--- src/rtl/ysyx_24100006_clint_reader.sv ---
// AXI-Lite initiator returning one consistent 64-bit CLINT mtime sample.
// Define YSYX_24100006_CLINT_RD_CHK_EN for the HI-LO-HI carry check with bounded re-reads.
module ysyx_24100006_clint_reader #(
  parameter logic [31:0] BASE_ADDR = 32'h0200_0000,
  parameter int          MAX_RETRY = 3
) (
  input  logic        clk,
  input  logic        reset,
  input  logic        req_valid,
  output logic        req_ready,
  output logic        resp_valid,
  input  logic        resp_ready,
  output logic [63:0] resp_data,
  output logic        resp_err,
  output logic [31:0] axi_araddr,
  output logic        axi_arvalid,
  input  logic        axi_arready,
  input  logic        axi_rvalid,
  output logic        axi_rready,
  input  logic [31:0] axi_rdata,
  input  logic [1:0]  axi_rresp
);

  localparam logic [2:0] IDLE   = 3'd0;
  localparam logic [2:0] AR_LO  = 3'd3;
  localparam logic [2:0] R_LO   = 3'd4;
  localparam logic [2:0] AR_HI2 = 3'd5;
  localparam logic [2:0] R_HI2  = 3'd6;
  localparam logic [2:0] DONE   = 3'd7;
  localparam logic [31:0] HI_ADDR = BASE_ADDR + 32'd4;
`ifdef YSYX_24100006_CLINT_RD_CHK_EN
  localparam logic [2:0] AR_HI1 = 3'd1;
  localparam logic [2:0] R_HI1  = 3'd2;
  localparam logic [2:0] START  = AR_HI1;
  localparam logic [1:0] RETRY_LIM = 2'(MAX_RETRY);
  logic [31:0] hi1;
  logic [1:0]  retry;
  logic        mismatch;
  assign mismatch = (axi_rdata != hi1);
`else
  localparam logic [2:0] START  = AR_LO;
`endif

  logic [2:0]  state;
  logic [2:0]  next;
  logic        next_ar;
  logic        next_r;
  logic [31:0] next_addr;
  logic [31:0] lo;
  logic [31:0] hi2;
  logic        err;
  logic        r_beat;
  logic        bus_err;

  assign r_beat  = axi_rvalid & axi_rready;
  assign bus_err = (axi_rresp != 2'b00);

  // Next-state selection for the read sequencer.
  always_comb begin
    next = state;
    case (state)
      IDLE:   if (req_valid) next = START; else next = IDLE;
`ifdef YSYX_24100006_CLINT_RD_CHK_EN
      AR_HI1: if (axi_arready) next = R_HI1; else next = AR_HI1;
      R_HI1:  if (r_beat) next = AR_LO; else next = R_HI1;
`endif
      AR_LO:  if (axi_arready) next = R_LO; else next = AR_LO;
      R_LO:   if (r_beat) next = AR_HI2; else next = R_LO;
      AR_HI2: if (axi_arready) next = R_HI2; else next = AR_HI2;
      R_HI2: begin
        if (r_beat) begin
`ifdef YSYX_24100006_CLINT_RD_CHK_EN
          // A carry between the halves moved hi: re-read lo and hi while retries remain.
          if (mismatch && (retry != RETRY_LIM)) next = AR_LO; else next = DONE;
`else
          next = DONE;
`endif
        end else begin
          next = R_HI2;
        end
      end
      DONE:   if (resp_valid && resp_ready) next = IDLE; else next = DONE;
      default: next = IDLE;
    endcase
  end

  // Bus-side output values implied by the upcoming state.
  always_comb begin
    next_ar   = 1'b0;
    next_r    = 1'b0;
    next_addr = 32'h0000_0000;
    case (next)
      AR_LO: begin next_ar = 1'b1; next_addr = BASE_ADDR; end
      AR_HI2: begin next_ar = 1'b1; next_addr = HI_ADDR; end
`ifdef YSYX_24100006_CLINT_RD_CHK_EN
      AR_HI1: begin next_ar = 1'b1; next_addr = HI_ADDR; end
      R_HI1: next_r = 1'b1;
`endif
      R_LO:  next_r = 1'b1;
      R_HI2: next_r = 1'b1;
      default: next_r = 1'b0;
    endcase
  end

  // State register and registered handshake outputs.
  always_ff @(posedge clk or negedge reset) begin
    if (!reset) begin
      state       <= IDLE;
      req_ready   <= 1'b1;
      axi_arvalid <= 1'b0;
      axi_rready  <= 1'b0;
      axi_araddr  <= 32'h0000_0000;
    end else begin
      state       <= next;
      req_ready   <= (next == IDLE);
      axi_arvalid <= next_ar;
      axi_rready  <= next_r;
      axi_araddr  <= next_addr;
    end
  end

  // Captured halves, sticky error and the response register.
  always_ff @(posedge clk or negedge reset) begin
    if (!reset) begin
      lo         <= 32'h0000_0000;
      hi2        <= 32'h0000_0000;
      err        <= 1'b0;
      resp_valid <= 1'b0;
      resp_data  <= 64'h0000_0000_0000_0000;
      resp_err   <= 1'b0;
`ifdef YSYX_24100006_CLINT_RD_CHK_EN
      hi1        <= 32'h0000_0000;
      retry      <= 2'd0;
`endif
    end else begin
      if ((state == IDLE) && req_valid) begin
        err <= 1'b0;
`ifdef YSYX_24100006_CLINT_RD_CHK_EN
        retry <= 2'd0;
`endif
      end else if (r_beat) begin
        err <= err | bus_err;
        case (state)
`ifdef YSYX_24100006_CLINT_RD_CHK_EN
          R_HI1: hi1 <= axi_rdata;
`endif
          R_LO:  lo <= axi_rdata;
          R_HI2: begin
            hi2 <= axi_rdata;
`ifdef YSYX_24100006_CLINT_RD_CHK_EN
            if (mismatch) begin
              if (retry != RETRY_LIM) begin
                retry <= retry + 2'd1;
                hi1   <= axi_rdata;
              end else begin
                err <= 1'b1;
              end
            end
`endif
          end
          default: err <= err | bus_err;
        endcase
      end
      if (state == DONE) begin
        if (!resp_valid) begin
          resp_valid <= 1'b1;
          resp_data  <= {hi2, lo};
          resp_err   <= err;
        end else if (resp_ready) begin
          resp_valid <= 1'b0;
        end
      end
    end
  end

endmodule

--- config.mk ---
export PLATFORM = sky130hd
export DESIGN_NAME = ysyx_24100006_clint_reader
export DESIGN_NICKNAME = d
export VERILOG_FILES = /design/src/rtl/ysyx_24100006_clint_reader.sv
export SDC_FILE = /design/constraint.sdc
export NUM_CORES = 1
export LEC_CHECK = 0
export ABC_AREA = 1
export CAP_MARGIN = 20
export CORE_MARGIN = 4
export CORE_UTILIZATION = 28
export CTS_CLUSTER_DIAMETER = 100
export DETAILED_ROUTE_END_ITERATION = 6
export GPL_TIMING_DRIVEN = 0
export PLACE_DENSITY = 0.5
export SETUP_SLACK_MARGIN = 0.15
export SYNTH_ARGS = -nofsm -noshare
export SYNTH_HDL_FRONTEND = slang
export SYNTH_SLANG_ARGS = --single-unit
--- constraint.sdc ---
create_clock -name clk -period 2.9 [get_ports clk]
set_input_delay 0.58 -clock clk [delete_from_list [all_inputs] [get_ports clk]]
set_output_delay 0.58 -clock clk [all_outputs]
set_load 0.05 [all_outputs]
==> impl_results.md <==
- Antenna violations before repair: 2
- PortBufs: 110
- DR DRC count: 0
- Top fanout value on the critical path: 1
- Grt met1 use: 18.2%
- Distinct cell type count after synthesis: 21
- Final Cycle Share: 79.2%
- Vias in the first global route: approximately 4600
- #FFs+latches synth: 138
- DP HPWL: 10.4 mm
- Number of CTS-inserted buffers: 17
- Power Internal: 0.00467 W
- VDD IR max: 447 uV
- Initial core utilization: 28.7%
- Sequential share of power: 38.8%
- Synth Flop Type: dfrtp_1
- ANT cells: 0
- Worst-skew pair later-pin latency: about 0.41 ns
- Routed vias/inst: 4.23
- H-tree levels: 4
- F_max: 0.436 GHz
- TritonCTS clock tree: yes
- Fill count: about 2000
- Clk pwr share: 26.0%
- Gpl congestion: 0.779
- Setup Skew: between 0.009 and 0.01 ns
- Top Family by Delay on Critical Path: buffers and inverters
- Switching power total: 0.00299 W
- Logic gate share of total power: between 30% and 40%
- CTS max path bufs: 2
- # IOs: 141
- Startpoint type of the worst setup path: register
- Nets@finish: 807
- Pin count of the biggest net entering global routing: 75
- Critical-path cell list: clkdlybuf4s50_1
- Grt ovf: 0
- Max Cap Viol: 0
- Fin cells: 1042
- Outcome: complete, no violations
- Final Power: 0.00766 W
- Sequential fraction of the synthesis area: 61.4%
- PwrDens: 991 nW/um^2
- Final TNS setup: 0 ns
- Pins Over Slew Limit: 0
- Reg clk slew, reported paths: 0.06 ns
- Cells after synthesis: 608
- Fraction of layout cells with a size suffix above 1: 12.6%
- Gr busiest metal: met2
- HP Class: in2async
- First-pass DRT Iterations: 4
- Post-CTS Resized: 0
- Total Die Area: 22400 sq um
- Setup violations, final: 0
- Top-count cell post-synth: nand2_1
- Initial DRC count: 280
- CP peak stage delay: approximately 0.80 ns
- Yosys top cell by area: dfrtp_1
- Switching part of the total: 39.0%
- Slew @ Worst Pin: 0.642 ns
- RSZ-0062 raised after global routing: no
- Die H: 150 um
- # rows: 51
- Post-synth ARST share: between 90% and 100%
- Req. time, crit path: 2.32 ns
- CP Data Arrival Time: between 1.5 and 2 ns
- Vias: about 4400
- CP max stage cell: clkdlybuf4s50_1
- GR Layer Usage met2: around 22%
- EDFF count, synth: 0
- Synth top area share: 61.0%
- Ys Warns: 0
- Mapped Area: 5620 sq um
- Mapped Avg Cell Area: 9.25 sq um
- Number of placed cells counting well taps: 1013
- Hold-fix buffers, CTS: 0
- Clock Sinks: 138
- Slew Limit Headroom: 57.2%
- Layout area overhead: 37.4%
- CP Buf/Inv Count: 1
- Detail Route Antenna Nets: 0
- Leak Pwr: 3.96 nW
- Die W: 150 um
- Global Route met3 Usage: 4.91%
- Hold WS: 0.144 ns
- Main area contributors after synthesis: dfrtp_1 (61%), nand2_1 (14%), nand3_1 (5.9%)
- Top cells by count, synth: nand2_1 (205), dfrtp_1 (137), nand3_1 (66)
- CTS Root Cell: clkbuf_16
- Core Box Area: 19600 sq um
- Min Tclk post-route: 2.30 ns
- GRT Total Usage: 13.7%
- Final Hold Fails: 0
- Final WL: 14.8 mm
- Post-DR wirelength/cell: about 14 um
- CP endpoint kind: output pin
- Critical path type: reg2out
- Global-route wire length before repair: 24.0 mm
- Post-CTS Setup Bufs: 0
## layer usage
metal  share of wire, %  wire length (um)
met1                 46              6750
met2                 47              6960
met3                6.4               938
met4               0.62                91
met5               0.10                15
## logic make-up after synthesis
group | Yosys count | synth area share, %
DFF | 138 | 61.4
and+or+nand+nor | 289 | 21.1
AOI/OAI and AO/OA | 70 | 6.27
other | 1 | 0.0667
buffers and inverters | 110 | 11.1
## power groups by stage
stage | combinational, W | clock (W) | sequential, W
finish | 0.00270 | 0.00199 | 0.00297
global route | 0.00293 | 0.00214 | 0.00306
CTS | 0.00273 | 0.00205 | 0.00298
detailed placement | 0.00273 | 0 | 0.00300
global placement | 0.00269 | 0 | 0.00299
floorplan | 0.000907 | 0 | 0.00384
## final cells by class
type	count	area (sq um)	share of cell area, %
clock buffers	22	464	6.01
clock inverters	7	71.3	0.923
repair buffers	111	1130	14.6
plain buffers	65	457	5.91
flip-flops and latches	138	3450	44.7
multi-input cells	389	1650	21.4
well taps	265	332	4.29
inverters	45	169	2.19
## placed cells by master (no fill, tap or decap)
master           count
a21oi_1              2
buf_16               1
buf_2               13
buf_4               39
buf_6                7
bufinv_16            1
clkbuf_1             6
clkbuf_16           17
clkbuf_2             4
clkbuf_8             2
clkdlybuf4s50_1    109
clkinv_2             2
clkinv_4             1
clkinvlp_4           3
conb_1              30
dfrtp_1            137
dfstp_2              1
inv_1               42
inv_2                3
nand2_1            205
nand3_1             66
nand3_2              1
nand3b_1             1
nor2_1              11
nor2_2               3
nor3_1               2
o21ai_0             51
o21ai_1             16
o21bai_1             1
## path summary, 6_finish.rpt
| path | startpoint | endpoint | slack (ns) | depth (start not counted) |
|---|---|---|---|---|
| min reg2reg | resp_data[10] | resp_data[10] | 0.47 | 2 |
| min | reset | resp_data[27] | 0.14 | 1 |
| max reg2reg | resp_valid | resp_data[47] | 1.31 | 5 |
| max in group asynchronous | reset | resp_data[47] | 1.96 | 2 |
| max | req_ready | req_ready | 0.60 | 1 |
| min in group clk | resp_data[10] | resp_data[10] | 0.47 | 2 |
## through the flow
stage | utilization [%] | setup WS, ns | instance area (sq um)
2_1_floorplan | - | 1.43 | 5730
3_3_place_gp | 36.6 | -4.26 | 7170
3_5_place_dp | 36.7 | 0.866 | 7190
4_1_cts | 39.5 | 0.573 | 7730
5_1_grt | 39.5 | 0.540 | 7730
6_report | 39.5 | 0.604 | 7730
## state kept, by name, summed over array words and instances, names as in the netlist
| register | count |
|---|---|
| axi_araddr | 2 |
| axi_rready | 1 |
| err | 1 |
| hi2 | 32 |
| lo | 32 |
| req_ready | 1 |
| resp_data | 64 |
| resp_err | 1 |
| resp_valid | 1 |
| state | 3 |
Note: power is estimated with default switching activity, not from simulation.
